[config.mk]
export PLATFORM = sky130hd
export DESIGN_NAME = satd_acc
export DESIGN_NICKNAME = d
export VERILOG_FILES = /design/src/rtl/satd_acc.sv
export SDC_FILE = /design/constraint.sdc
export NUM_CORES = 2
export LEC_CHECK = 0
export ABC_CLOCK_PERIOD_IN_PS = 11300
export CORE_MARGIN = 2
export CORE_UTILIZATION = 30
export CTS_BUF_LIST = sky130_fd_sc_hd__clkbuf_4 sky130_fd_sc_hd__clkbuf_8
export DETAILED_ROUTE_END_ITERATION = 12
export PLACE_DENSITY = 0.47
export REMOVE_ABC_BUFFERS = 1
export SKIP_CTS_REPAIR_TIMING = 1
export SYNTH_ARGS = -nofsm -noshare
export SYNTH_HDL_FRONTEND = slang
export SYNTH_SLANG_ARGS = --single-unit
[constraint.sdc]
create_clock -name clk -period 11.3 [get_ports clk]
set_input_delay 3.39 -clock clk [delete_from_list [all_inputs] [get_ports clk]]
set_output_delay 3.39 -clock clk [all_outputs]
set_load 0.05 [all_outputs]
[src/rtl/satd_acc.sv]
// Pipelined 4x4 Hadamard SATD with first/last framed, saturating block accumulation.
// Stages: R1 vertical + first horizontal layer, R2 abs values, R3 tile_satd, R4 block outputs.
module satd_acc #(
    parameter int BITDEPTH = 8,
    parameter int ACC_W    = 24,
    parameter int CNT_W    = 8
) (
    input  logic                     clk,
    input  logic                     rst_n,
    input  logic                     in_valid,
    input  logic                     in_first,
    input  logic                     in_last,
    input  logic [16*BITDEPTH-1:0]   cur_pix,
    input  logic [16*BITDEPTH-1:0]   ref_pix,
    output logic                     tile_valid,
    output logic [BITDEPTH+7:0]      tile_satd,
    output logic                     blk_valid,
    output logic [ACC_W-1:0]         blk_satd,
    output logic [CNT_W-1:0]         blk_tiles,
    output logic                     blk_ovf
);

    localparam int HW = BITDEPTH + 5;
    localparam int TW = BITDEPTH + 8;
    localparam int SW = BITDEPTH + 9;
    localparam int PW = ((ACC_W > TW) ? ACC_W : TW) + 1;
    localparam logic [PW-1:0] SAT_MAX = {{(PW-ACC_W){1'b0}}, {ACC_W{1'b1}}};

    logic signed [HW-1:0] d  [16];
    logic signed [HW-1:0] v  [16];
    logic signed [HW-1:0] h1 [16];
    logic signed [HW-1:0] h  [16];
    logic        [HW-1:0] habs [16];

    logic signed [HW-1:0] r1_q [16];
    logic        [HW-1:0] r2_q [16];
    logic                 r1_valid_q, r1_first_q, r1_last_q;
    logic                 r2_valid_q, r2_first_q, r2_last_q;
    logic                 r3_first_q, r3_last_q;
    logic [SW-1:0]        s;
    logic [TW-1:0]        tile_satd_d;

    // Stage 1: difference, full vertical transform, first horizontal butterfly layer.
    always_comb begin
        for (int k = 0; k < 16; k++) begin
            d[k] = $signed({{(HW-BITDEPTH){1'b0}}, ref_pix[(15-k)*BITDEPTH +: BITDEPTH]})
                 - $signed({{(HW-BITDEPTH){1'b0}}, cur_pix[(15-k)*BITDEPTH +: BITDEPTH]});
        end
        for (int c = 0; c < 4; c++) begin
            v[c]      = (d[c] + d[12+c]) + (d[4+c] + d[8+c]);
            v[4+c]    = (d[c] - d[12+c]) + (d[4+c] - d[8+c]);
            v[8+c]    = (d[c] + d[12+c]) - (d[4+c] + d[8+c]);
            v[12+c]   = (d[c] - d[12+c]) - (d[4+c] - d[8+c]);
        end
        for (int r = 0; r < 4; r++) begin
            h1[4*r]   = v[4*r]   + v[4*r+3];
            h1[4*r+1] = v[4*r+1] + v[4*r+2];
            h1[4*r+2] = v[4*r]   - v[4*r+3];
            h1[4*r+3] = v[4*r+1] - v[4*r+2];
        end
    end

    // Stage 2: second horizontal layer; h[0] is the DC term.
    always_comb begin
        for (int r = 0; r < 4; r++) begin
            h[4*r]   = r1_q[4*r]   + r1_q[4*r+1];
            h[4*r+1] = r1_q[4*r+2] + r1_q[4*r+3];
            h[4*r+2] = r1_q[4*r]   - r1_q[4*r+1];
            h[4*r+3] = r1_q[4*r+2] - r1_q[4*r+3];
        end
        for (int k = 0; k < 16; k++) begin
            habs[k] = h[k][HW-1] ? HW'(-h[k]) : HW'(h[k]);
        end
    end

    // Stage 3: DC is down-weighted by 4 before the sum, then the total is halved with rounding.
    always_comb begin
        s = SW'(r2_q[0] >> 2);
        for (int k = 1; k < 16; k++) begin
            s = s + SW'(r2_q[k]);
        end
        tile_satd_d = TW'((s + SW'(1)) >> 1);
    end

    always_ff @(posedge clk or negedge rst_n) begin
        if (!rst_n) begin
            r1_valid_q <= 1'b0;
            r1_first_q <= 1'b0;
            r1_last_q  <= 1'b0;
            r2_valid_q <= 1'b0;
            r2_first_q <= 1'b0;
            r2_last_q  <= 1'b0;
            tile_valid <= 1'b0;
            r3_first_q <= 1'b0;
            r3_last_q  <= 1'b0;
            tile_satd  <= '0;
            for (int k = 0; k < 16; k++) begin
                r1_q[k] <= '0;
                r2_q[k] <= '0;
            end
        end else begin
            r1_valid_q <= in_valid;
            r1_first_q <= in_first;
            r1_last_q  <= in_last;
            r2_valid_q <= r1_valid_q;
            r2_first_q <= r1_first_q;
            r2_last_q  <= r1_last_q;
            tile_valid <= r2_valid_q;
            r3_first_q <= r2_first_q;
            r3_last_q  <= r2_last_q;
            tile_satd  <= tile_satd_d;
            for (int k = 0; k < 16; k++) begin
                r1_q[k] <= h1[k];
                r2_q[k] <= habs[k];
            end
        end
    end

    // Stage 4: block accumulator.
    logic [ACC_W-1:0] acc_q, acc_d;
    logic [CNT_W-1:0] cnt_q, cnt_d;
    logic             ovf_q, ovf_d, open_q, open_d;
    logic             start;
    logic [PW-1:0]    sum;
    logic             sat;
    logic             blk_valid_d;
    logic [ACC_W-1:0] blk_satd_d;
    logic [CNT_W-1:0] blk_tiles_d;
    logic             blk_ovf_d;

    always_comb begin
        start       = r3_first_q | ~open_q;
        sum         = (start ? '0 : PW'(acc_q)) + PW'(tile_satd);
        sat         = sum > SAT_MAX;
        acc_d       = acc_q;
        cnt_d       = cnt_q;
        ovf_d       = ovf_q;
        open_d      = open_q;
        blk_valid_d = 1'b0;
        blk_satd_d  = blk_satd;
        blk_tiles_d = blk_tiles;
        blk_ovf_d   = blk_ovf;
        if (tile_valid) begin
            acc_d  = sat ? {ACC_W{1'b1}} : sum[ACC_W-1:0];
            cnt_d  = (start ? '0 : cnt_q) + CNT_W'(1);
            ovf_d  = (start ? 1'b0 : ovf_q) | sat;
            open_d = ~r3_last_q;
            if (r3_last_q) begin
                blk_valid_d = 1'b1;
                blk_satd_d  = acc_d;
                blk_tiles_d = cnt_d;
                blk_ovf_d   = ovf_d;
            end
        end
    end

    always_ff @(posedge clk or negedge rst_n) begin
        if (!rst_n) begin
            acc_q     <= '0;
            cnt_q     <= '0;
            ovf_q     <= 1'b0;
            open_q    <= 1'b0;
            blk_valid <= 1'b0;
            blk_satd  <= '0;
            blk_tiles <= '0;
            blk_ovf   <= 1'b0;
        end else begin
            acc_q     <= acc_d;
            cnt_q     <= cnt_d;
            ovf_q     <= ovf_d;
            open_q    <= open_d;
            blk_valid <= blk_valid_d;
            blk_satd  <= blk_satd_d;
            blk_tiles <= blk_tiles_d;
            blk_ovf   <= blk_ovf_d;
        end
    end

endmodule

==> impl_metrics.csv <==
group,metric,value,unit
run_status,status,"completed",
grt,grt_max_degree,75,
layout,drive_gt1_share,3.68,%
drt,routed_wl,163,mm
grt,grt_pass1_wl,249,mm
timing,fmax,0.121,GHz
timing,relSlewSlack,20.2,%
place,placed_area,60900,um^2
die,rows,157,
critical_path,cp_data_required_time,11930,ps
place,hpwl,143,mm
logic_synthesis,synth_top_area_share,21.8,%
grt,grt_antenna_before_repair,10,
critical_path,worstPathMaxFanout,7,
grt,grt_overflow,0,
timing,worst_slew_pin_slew,1190,ps
drt,routedWlPerCell,17.9,um
timing,min_period,8280,ps
logic_synthesis,async_reset_ff_share,100,%
logic_synthesis,ys.flop_type,"dfrtp_1",
layout,layout_commonest_cell,"inv_1",
die,dieArea,188000,um^2
timing,period_share,73.3,%
layout,final_cell_mix,"1077 x inv_1, 857 x ha_1, 583 x xnor2_1",
critical_path,critical_path_class,"input pin to flop",
logic_synthesis,synth.distinct_cells,94,
grt,grt_pass1_vias,42500,
logic_synthesis,synth_top_cells_by_area,"dfrtp_1 22%, ha_1 19%, xnor2_1 9.2%, fa_1 9.2%, inv_1 7.3%",
timing,hold_viol,0,
logic_synthesis,synth_seq_cells,480,
grt,grtUsageTotal,17.3,%
drt,drc_errors,0,
layout,postLayoutCellArea,63000,um^2
clock_tree,numCtsBuffers,91,
drt,first_pass_iters,5,
timing,rsz0062_at_grt,"false",
clock_tree,cts_num_sinks,480,
logic_synthesis,synth_area,55200,um^2
flow_run,maxCapViolCount,0,
drt,first_iter_violations,2245,
clock_tree,clock_latency,790,ps
logic_synthesis,seq_area_frac_synth,21.8,%
timing,fin_tns_setup,0,ps
die,initial_core_util,30.2,%
logic_synthesis,yosysWarningCount,0,
die,die_x,433,um
die,chipHeight,433,um
die,coreArea,183000,um^2
critical_path,critPathCaptureType,"flop",
logic_synthesis,syn_inst,6294,
timing,clock_skew,44.1,ps
layout,area_growth,14.0,%
logic_synthesis,avgSynthCellArea,8.77,um^2
drt,vias_per_cell,4.65,
layout,layout.nets,7940,
clock_tree,clockRootBuffer,"clkbuf_8",
logic_synthesis,netlist.top_cell.by_area,"dfrtp_1",
place,gp_congestion,0.895,
timing,finalMaxSlewViolations,0,
min_path,min_path_type,"flop to flop",
clock_tree,path_clk_slew,60,ps
logic_synthesis,synth_edf_count,0,
timing,setup_viol,0,
place,portBuffers,311,
drt,ant_nets,0,
clock_tree,cts_buffer_depth,3,
drt,vias,42300,
clock_tree,h-tree-depth,3,
critical_path,cp.arrival,8910,ps
critical_path,start_kind,"input pin",
clock_tree,cts_tree,"yes",
die,io_pins,312,
[state kept, by name, indices dropped and copies added, names as in the netlist, 8 cells and up]
signal,flops
blk_satd,24
acc_q,24
r2_q,195
tile_satd,16
blk_tiles,8
cnt_q,8
r1_q,192
[path summary, 6_finish.rpt]
check / slack [ps] / startpoint / end / cells after the start
worst min-delay path: 350 / r1_valid_q / r2_valid_q / 0
worst min register to register: 350 / r1_valid_q / r2_valid_q / 0
worst max-delay path: 3020 / cur_pix[113] / r1_q[114] / 24
worst max register to register: 5360 / r2_q[80] / tile_satd[15] / 21
max in group asynchronous: 6610 / rst_n / r1_q[181] / 3
min in group asynchronous: 2550 / rst_n / acc_q[5] / 1
[kinds of logic (layout without fill, tap and decap cells)]
logic type	after synthesis	in the layout	synth area share [%]
compound gates	1595	1595	18.6
xor+xnor	808	808	12.8
fa+ha+maj	1110	1110	28.6
buf+inv	1219	1560	8.37
flops	480	480	21.8
mux	23	23	0.451
other cells	0	5	0
simple gates	1059	1059	9.41
[per-layer routing]
metal | global-route usage [%] | part of all wire, % | up-vias
met5 | 0 | 0.015 | -
met4 | 4.16 | 2.1 | 4
met3 | 1.88 | 3.5 | 131
met2 | 29.6 | 47 | 719
met1 | 23.1 | 47 | 20100
li1 | - | - | 21400
[cell type report]
class,instances,area [um^2]
diodes,5,12.5
clock buffers,120,1550
clock inverters,39,480
fillers,19200,120000
inverters,1079,4050
multi-input cells,4595,38600
flip-flops and latches,480,12000
well taps,2464,3080
repair buffers,322,3200
[critical path, cell delays in order]
cell	delay, ps
clkdlybuf4s50_1	460
inv_1	70
ha_1	280
nor2b_1	120
o21ai_0	270
a21boi_0	190
o21ai_0	180
nand2b_1	100
xor2_1	170
ha_1	350
inv_1	90
a21o_1	190
xnor2_1	150
ha_1	380
inv_1	110
o31ai_1	390
a21o_1	180
a21oi_1	70
xnor2_1	430
ha_1	410
inv_1	180
nor3_1	80
a221o_1	260
a211oi_1	400
[cell usage after synthesis (24+ instances only)]
cell type and n:
xor2_1 224, a21oi_1 541, or3_1 45, o21bai_1 243, xnor2_1 583, fa_1 253
dfrtp_1 480, nand2_1 217, nor4_1 24, nand2b_1 68, nor2b_1 69, a21o_1 156
a31oi_1 64, nor2_1 329, nor3_1 112, and2_1 36, inv_1 1077, and3_1 29
nand3_1 48, ha_1 857, a211oi_1 33, o21ai_0 233, o21a_1 53, clkbuf_1 105
o31ai_1 58
[metrics by stage]
step	worst slack [ps]	std cells	util, %	hold slack, ps
2_1_floorplan	3600	6154	-	331
3_3_place_gp	2290	8940	33.3	336
3_5_place_dp	2140	8940	33.3	335
4_1_cts	3020	9099	34.4	348
5_1_grt	2570	9101	34.4	356
6_report	3020	9104	34.4	346
Power is left out: the tool's default activity adds up to more than one toggle a clock period on the data nets, which glitch-free logic cannot reach.
